--- src/rtl/usb_port_arbiter_if.sv ---
// Bus bundle between the requesters, the port arbiter and the USB controller's
// register slave port. The master modport is the arbiter's view: it consumes
// requests and slave responses and drives the shared USB register port.
interface usb_port_arbiter_if #(
  parameter int NUM_REQ = 2
);
  logic [NUM_REQ*8-1:0]  req_addr;
  logic [NUM_REQ*32-1:0] req_wdata;
  logic [NUM_REQ-1:0]    req_read;
  logic [NUM_REQ-1:0]    req_write;
  logic [31:0]           req_rdata;
  logic [NUM_REQ-1:0]    req_ready;
  logic [NUM_REQ-1:0]    req_err;
  logic [7:0]            usb_addr;
  logic [31:0]           usb_wdata;
  logic                  usb_read;
  logic                  usb_write;
  logic [31:0]           usb_rdata;
  logic                  usb_ready;
  logic                  usb_configured;

  modport master (
    input  req_addr, req_wdata, req_read, req_write,
    input  usb_rdata, usb_ready, usb_configured,
    output req_rdata, req_ready, req_err,
    output usb_addr, usb_wdata, usb_read, usb_write
  );

  modport slave (
    output req_addr, req_wdata, req_read, req_write,
    output usb_rdata, usb_ready, usb_configured,
    input  req_rdata, req_ready, req_err,
    input  usb_addr, usb_wdata, usb_read, usb_write
  );
endinterface

--- src/rtl/usb_port_arbiter.sv ---
// Round-robin arbiter/sequencer sharing the USB controller register port
// among NUM_REQ requesters. One transaction at a time; grants are held until
// the slave answers or the watchdog expires. Requesters flagged in
// CFG_GATE_MASK only win arbitration while the device is configured.
module usb_port_arbiter #(
  parameter int         NUM_REQ       = 2,
  parameter int         TIMEOUT_CYC   = 255,
  parameter logic [7:0] CFG_GATE_MASK = 8'h02
) (
  input  logic               clk,
  input  logic               rst_n,
  usb_port_arbiter_if.master bus,
  output logic               busy,
  output logic [2:0]         grant_idx,
  output logic [7:0]         timeout_cnt
);
  typedef enum logic [1:0] {S_IDLE, S_BUS, S_DONE} state_t;

  localparam logic [15:0] WD_LAST  = 16'(TIMEOUT_CYC - 1);
  localparam logic [2:0]  LAST_REQ = 3'(NUM_REQ - 1);

  // Requests padded out to 8 slots so a 3-bit index selects without width games.
  logic [7:0]         rd_vec;
  logic [7:0]         wr_vec;
  logic [7:0]         elig_vec;
  logic [7:0]         addr_arr  [8];
  logic [31:0]        wdata_arr [8];
  logic [NUM_REQ-1:0] win_onehot;
  logic [NUM_REQ-1:0] grant_onehot;
  logic [2:0]         winner;
  logic [2:0]         cand;
  logic               any_elig;

  state_t             state;
  logic [2:0]         last_grant;
  logic [15:0]        wd_cnt;
  logic [31:0]        rdata_hold;
  logic [NUM_REQ-1:0] ready_pulse;
  logic [NUM_REQ-1:0] err_pulse;
  logic [7:0]         addr_lat;
  logic [31:0]        wdata_lat;
  logic               rd_strobe;
  logic               wr_strobe;

  for (genvar gi = 0; gi < 8; gi++) begin : g_unpack
    if (gi < NUM_REQ) begin : g_used
      assign rd_vec[gi]    = bus.req_read[gi];
      assign wr_vec[gi]    = bus.req_write[gi];
      assign addr_arr[gi]  = bus.req_addr[8*gi +: 8];
      assign wdata_arr[gi] = bus.req_wdata[32*gi +: 32];
    end else begin : g_pad
      assign rd_vec[gi]    = 1'b0;
      assign wr_vec[gi]    = 1'b0;
      assign addr_arr[gi]  = 8'h00;
      assign wdata_arr[gi] = 32'h0;
    end
    // Gated requesters stay pending but are invisible to arbitration.
    assign elig_vec[gi] = (rd_vec[gi] | wr_vec[gi]) &
                          (~CFG_GATE_MASK[gi] | bus.usb_configured);
  end

  for (genvar gi = 0; gi < NUM_REQ; gi++) begin : g_onehot
    assign win_onehot[gi]   = (winner == 3'(gi));
    assign grant_onehot[gi] = (grant_idx == 3'(gi));
  end

  // Round-robin pick: scan from farthest to nearest so the first eligible
  // requester after last_grant is the one left standing.
  always_comb begin
    winner   = last_grant;
    any_elig = 1'b0;
    cand     = 3'd0;
    for (int k = NUM_REQ; k >= 1; k--) begin
      cand = 3'((int'(last_grant) + k) % NUM_REQ);
      if (elig_vec[cand]) begin
        winner   = cand;
        any_elig = 1'b1;
      end
    end
  end

  // Sequencer FSM with all outputs registered.
  always_ff @(posedge clk or negedge rst_n) begin
    if (!rst_n) begin
      state       <= S_IDLE;
      last_grant  <= LAST_REQ;
      wd_cnt      <= 16'd0;
      rdata_hold  <= 32'h0;
      ready_pulse <= '0;
      err_pulse   <= '0;
      addr_lat    <= 8'h00;
      wdata_lat   <= 32'h0;
      rd_strobe   <= 1'b0;
      wr_strobe   <= 1'b0;
      busy        <= 1'b0;
      grant_idx   <= 3'd0;
      timeout_cnt <= 8'd0;
    end else begin
      case (state)
        S_IDLE: begin
          ready_pulse <= '0;
          err_pulse   <= '0;
          if (any_elig) begin
            grant_idx  <= winner;
            last_grant <= winner;
            addr_lat   <= addr_arr[winner];
            wdata_lat  <= wdata_arr[winner];
            busy       <= 1'b1;
            wd_cnt     <= 16'd0;
            if (rd_vec[winner] && wr_vec[winner]) begin
              // Read and write together is meaningless: reject without touching the slave.
              ready_pulse <= win_onehot;
              err_pulse   <= win_onehot;
              state       <= S_DONE;
            end else begin
              rd_strobe <= rd_vec[winner];
              wr_strobe <= wr_vec[winner];
              state     <= S_BUS;
            end
          end
        end
        S_BUS: begin
          if (bus.usb_ready) begin
            if (!wr_strobe) begin
              rdata_hold <= bus.usb_rdata;
            end
            rd_strobe   <= 1'b0;
            wr_strobe   <= 1'b0;
            ready_pulse <= grant_onehot;
            err_pulse   <= '0;
            state       <= S_DONE;
          end else if (wd_cnt == WD_LAST) begin
            rdata_hold  <= 32'hFFFF_FFFF;
            rd_strobe   <= 1'b0;
            wr_strobe   <= 1'b0;
            ready_pulse <= grant_onehot;
            err_pulse   <= grant_onehot;
            if (timeout_cnt != 8'hFF) begin
              timeout_cnt <= timeout_cnt + 8'd1;
            end
            state <= S_DONE;
          end else begin
            wd_cnt <= wd_cnt + 16'd1;
          end
        end
        S_DONE: begin
          ready_pulse <= '0;
          err_pulse   <= '0;
          busy        <= 1'b0;
          state       <= S_IDLE;
        end
        default: begin
          state <= S_IDLE;
        end
      endcase
    end
  end

  assign bus.req_rdata = rdata_hold;
  assign bus.req_ready = ready_pulse;
  assign bus.req_err   = err_pulse;
  assign bus.usb_addr  = addr_lat;
  assign bus.usb_wdata = wdata_lat;
  assign bus.usb_read  = rd_strobe;
  assign bus.usb_write = wr_strobe;
endmodule

--- src/flat_wrapper.sv ---
// flat-port wrapper written by rule: the top's interface ports become plain ports
module usb_port_arbiter_flat 
#(
  parameter int         NUM_REQ       = 2,
  parameter int         TIMEOUT_CYC   = 255,
  parameter logic [7:0] CFG_GATE_MASK = 8'h02
)
  (clk, rst_n, busy, grant_idx, timeout_cnt, bus_req_addr, bus_req_wdata, bus_req_read, bus_req_write, bus_usb_rdata, bus_usb_ready, bus_usb_configured, bus_req_rdata, bus_req_ready, bus_req_err, bus_usb_addr, bus_usb_wdata, bus_usb_read, bus_usb_write);
  usb_port_arbiter_if #(.NUM_REQ(NUM_REQ)) bus_i ();
  input  logic clk;
  input  logic rst_n;
  output logic busy;
  output logic [2:0] grant_idx;
  output logic [7:0] timeout_cnt;
  input wire logic [$bits(bus_i.req_addr)-1:0] bus_req_addr;
  input wire logic [$bits(bus_i.req_wdata)-1:0] bus_req_wdata;
  input wire logic [$bits(bus_i.req_read)-1:0] bus_req_read;
  input wire logic [$bits(bus_i.req_write)-1:0] bus_req_write;
  input wire logic [$bits(bus_i.usb_rdata)-1:0] bus_usb_rdata;
  input wire logic [$bits(bus_i.usb_ready)-1:0] bus_usb_ready;
  input wire logic [$bits(bus_i.usb_configured)-1:0] bus_usb_configured;
  output wire logic [$bits(bus_i.req_rdata)-1:0] bus_req_rdata;
  output wire logic [$bits(bus_i.req_ready)-1:0] bus_req_ready;
  output wire logic [$bits(bus_i.req_err)-1:0] bus_req_err;
  output wire logic [$bits(bus_i.usb_addr)-1:0] bus_usb_addr;
  output wire logic [$bits(bus_i.usb_wdata)-1:0] bus_usb_wdata;
  output wire logic [$bits(bus_i.usb_read)-1:0] bus_usb_read;
  output wire logic [$bits(bus_i.usb_write)-1:0] bus_usb_write;
  assign bus_i.req_addr = bus_req_addr;
  assign bus_i.req_wdata = bus_req_wdata;
  assign bus_i.req_read = bus_req_read;
  assign bus_i.req_write = bus_req_write;
  assign bus_i.usb_rdata = bus_usb_rdata;
  assign bus_i.usb_ready = bus_usb_ready;
  assign bus_i.usb_configured = bus_usb_configured;
  assign bus_req_rdata = bus_i.req_rdata;
  assign bus_req_ready = bus_i.req_ready;
  assign bus_req_err = bus_i.req_err;
  assign bus_usb_addr = bus_i.usb_addr;
  assign bus_usb_wdata = bus_i.usb_wdata;
  assign bus_usb_read = bus_i.usb_read;
  assign bus_usb_write = bus_i.usb_write;
  usb_port_arbiter #(.NUM_REQ(NUM_REQ), .TIMEOUT_CYC(TIMEOUT_CYC), .CFG_GATE_MASK(CFG_GATE_MASK)) u_core (.clk(clk), .rst_n(rst_n), .bus(bus_i), .busy(busy), .grant_idx(grant_idx), .timeout_cnt(timeout_cnt));
endmodule
--- config.mk ---
export PLATFORM = sky130hd
export DESIGN_NAME = usb_port_arbiter_flat
export DESIGN_NICKNAME = d
export VERILOG_FILES = /design/src/rtl/usb_port_arbiter_if.sv /design/src/rtl/usb_port_arbiter.sv /design/src/flat_wrapper.sv
export SDC_FILE = /design/constraint.sdc
export NUM_CORES = 1
export LEC_CHECK = 0
export CAP_MARGIN = 10
export CORE_MARGIN = 2
export CORE_UTILIZATION = 45
export DETAILED_ROUTE_END_ITERATION = 10
export GPL_ROUTABILITY_DRIVEN = 0
export PLACE_DENSITY = 0.83
export SLEW_MARGIN = 20
export SYNTH_ARGS = -nofsm -noshare
export SYNTH_HDL_FRONTEND = slang
export SYNTH_SLANG_ARGS = --single-unit
--- constraint.sdc ---
create_clock -name clk -period 3 [get_ports clk]
set_input_delay 0.45 -clock clk [delete_from_list [all_inputs] [get_ports clk]]
set_output_delay 0.45 -clock clk [all_outputs]
set_load 0.03 [all_outputs]
==> impl_metrics.py <==
metrics = {
    "grt": {
        "antenna_found_initial": 0,
        "grt_overflow": 0,
        "grt_pass1_vias": 4959,
        "grt_max_degree": 86,
        "track_usage_pct": 23.45,
        "grt_pass1_wl_um": 23830,
    },
    "die": {
        "fp.dieH_um": 111.8,
        "start_util_pct": 46.01,
        "io_pins": 210,
        "core_area_mm2": 0.01137,
        "die_w_um": 111.8,
        "die_area_mm2": 0.01250,
        "rows": 39,
    },
    "synthesis": {
        "yosysUniqueCellTypes": 57,
        "yosysWarnings": 0,
        "ys.flop_type": "dfrtp_1",
        "synth_cells": 591,
        "netlist_area_mm2": 0.005231,
        "async_flop_share_pct": 100.0,
        "yosysSeqAreaShare_pct": 52.16,
        "ys_ff_latch": 109,
        "synth_fp_nets": 718,
        "avgSynthCellArea_um2": 8.852,
        "synth_edf_count": 0,
    },
    "finish": {
        "diodes": 0,
        "syn2layout_area_growth_pct": 46.71,
        "finalNetCount": 910,
        "finalInstanceArea_mm2": 0.007675,
        "final_common_cell": "clkdlybuf4s50_1",
        "layout.cells.most_common_list": "208 x clkdlybuf4s50_1, 124 x nand2_1, 108 x dfrtp_1",
        "drive_above_1_share_pct": 5.457,
    },
    "cts": {
        "cts_buffer_depth": 2,
        "clk_pin_slew_ns": 0.07,
        "postCtsSetupRepairBufs": 0,
        "holdBufCountCts": 0,
        "insertion_delay_ns": 0.34,
        "cts_root_buf": "clkbuf_16",
        "cts_tree": "done",
        "numCtsBuffers": 9,
        "ctsResizeCount": 0,
        "htreeDepth": 3,
        "cts.sinks": 109,
    },
    "worst_setup_path": {
        "crit_type": "reg2reg",
        "cp.arrival_ns": 2.57,
        "worstPathMaxFanout": 12,
        "endpoint_kind": "flip-flop",
        "startpoint_type": "flip-flop",
        "worstPathRequired_ns": 3.23,
    },
    "placed_design": {
        "dp_hpwl_um": 10450,
        "placed_cell_area_mm2": 0.007415,
        "io_buffers": 209,
    },
    "drt": {
        "drt_iter0_markers": 481,
        "routed_wl_um": 14320,
        "drt-pass1-iter-count": 5,
        "wire_per_inst_um": 15.38,
        "drc_errors": 0,
        "drtAntennaViolNets": 0,
        "via_per_inst": 5.330,
        "vias": 4962,
    },
    "timing": {
        "worstMarginPinSlew_ns": 0.7807,
        "fin_crit_ns": 2.335,
        "rsz0062_at_grt": "no",
        "skew_ns": 0.009906,
        "final-hold-violation-count": 0,
        "max_slew_margin_pct": 47.95,
        "fin_crit_sh_pct": 77.82,
        "finalSetupTns_ns": 0,
        "setup_violations": 0,
        "max_freq_mhz": 428.3,
        "drv_slew": 0,
    },
    "outcome": {
        "outcome": "completed",
    },
    "pwr": {
        "irDropWorstVdd_v": 0.0005598,
        "power_density_mw_per_mm2": 944.4,
        "total_leakage_power_nw": 3.209,
        "finalPower_mw": 7.248,
    },
    "worst_hold_path": {
        "hold_path_class": "in2async",
    },
    "job": {
        "maxCapViolCount": 0,
    },
}
[cell families (layout without fill, tap and decap cells)]
family	Yosys count	count (layout)	share of synthesized area [%]
compound gates	115	115	13.08
flops	109	109	52.16
mux	3	3	0.7174
fa+ha+maj	7	7	1.674
buf+inv	45	242	4.305
simple gates	298	298	25.71
xor+xnor	14	14	2.344
[worst max-delay path: stages, from the launching register on]
cell     delay (ns)
dfrtp_1        0.46
inv_1          0.09
ha_1           0.16
nor4b_4        0.22
nand4_2        0.36
or4_4          0.62
mux2_4         0.31
[worst paths after layout]
path	slack (ns)	from	cells past startpoint	endpoint
setup / recovery	0.67	u_core.wd_cnt[0]$_DFFE_PN0P_	6	u_core.timeout_cnt[1]$_DFFE_PN0P_
hold / removal	0.14	rst_n	1	u_core.bus.usb_addr[6]$_DFFE_PN0P_
setup reg to reg	0.67	u_core.wd_cnt[0]$_DFFE_PN0P_	6	u_core.timeout_cnt[1]$_DFFE_PN0P_
hold reg to reg	0.52	u_core.timeout_cnt[4]$_DFFE_PN0P_	1	u_core.timeout_cnt[4]$_DFFE_PN0P_
max in group asynchronous	2.12	rst_n	2	u_core.bus.req_rdata[29]$_DFFE_PN0P_
min in group clk	0.52	u_core.timeout_cnt[4]$_DFFE_PN0P_	1	u_core.timeout_cnt[4]$_DFFE_PN0P_
[per-layer routing]
metal / wire length [µm] / GRT usage [%]
met5: 0 / 0
met4: 331 / 8.642
met3: 1212 / 6.913
met2: 6979 / 38.79
met1: 5793 / 29.28
[layout make-up]
| type | instances | area, µm² |
|---|---|---|
| timing repair buffer | 217 | 2175 |
| clock inverter | 5 | 27.53 |
| clock buffer | 11 | 232.7 |
| fill | 896 | 3695 |
| tap | 143 | 178.9 |
| sequential | 109 | 2729 |
| multi-input combinational | 437 | 2298 |
| inverter | 9 | 33.78 |
[power by group]
| part | internal, mW | switching (mW) | leakage, nW |
|---|---|---|---|
| Clock | 0.559 | 0.520 | 0.129 |
| Combinational | 1.53 | 2.26 | 1.74 |
| Sequential | 2.03 | 0.354 | 1.34 |
[cell usage after synthesis, types with 7 or more instances]
library cell / number / area share, %
o21ai_0: 32 / 3.1
and3_1: 7 / 0.84
buf_2: 9 / 0.86
a31oi_1: 46 / 5.5
ha_1: 7 / 1.7
xnor2_1: 8 / 1.3
nor3_1: 7 / 0.67
dfrtp_1: 108 / 52
nor2_1: 103 / 7.4
nand3_1: 11 / 1.1
clkbuf_1: 19 / 1.4
inv_1: 8 / 0.57
nand2_1: 124 / 8.9
nand4_1: 8 / 0.96
a21oi_1: 15 / 1.4
[flip-flops by register name, indices dropped and copies added (netlist names)]
signal	cells
u_core.bus.usb_wdata	32
u_core.bus.usb_addr	8
u_core.timeout_cnt	8
u_core.busy	1
u_core.bus.usb_read	1
u_core.state	2
u_core.bus.req_ready	2
u_core.bus.req_err	2
u_core.grant_idx	2
u_core.last_grant	2
u_core.bus.usb_write	1
u_core.bus.req_rdata	32
u_core.wd_cnt	16
[stage by stage]
step                worst slack [ns]  cells  utilization [%]  hold WS (ns)
global route                  0.5083    931            67.50        0.1841
finish                        0.6654    931            67.50        0.1446
global placement              0.4764    915            65.21        0.4866
floorplan                      1.057    591                -        0.1544
CTS                           0.6963    931            67.50        0.1657
detailed placement            0.3821    915            65.21        0.5111
(Power assumes the default switching activity.)
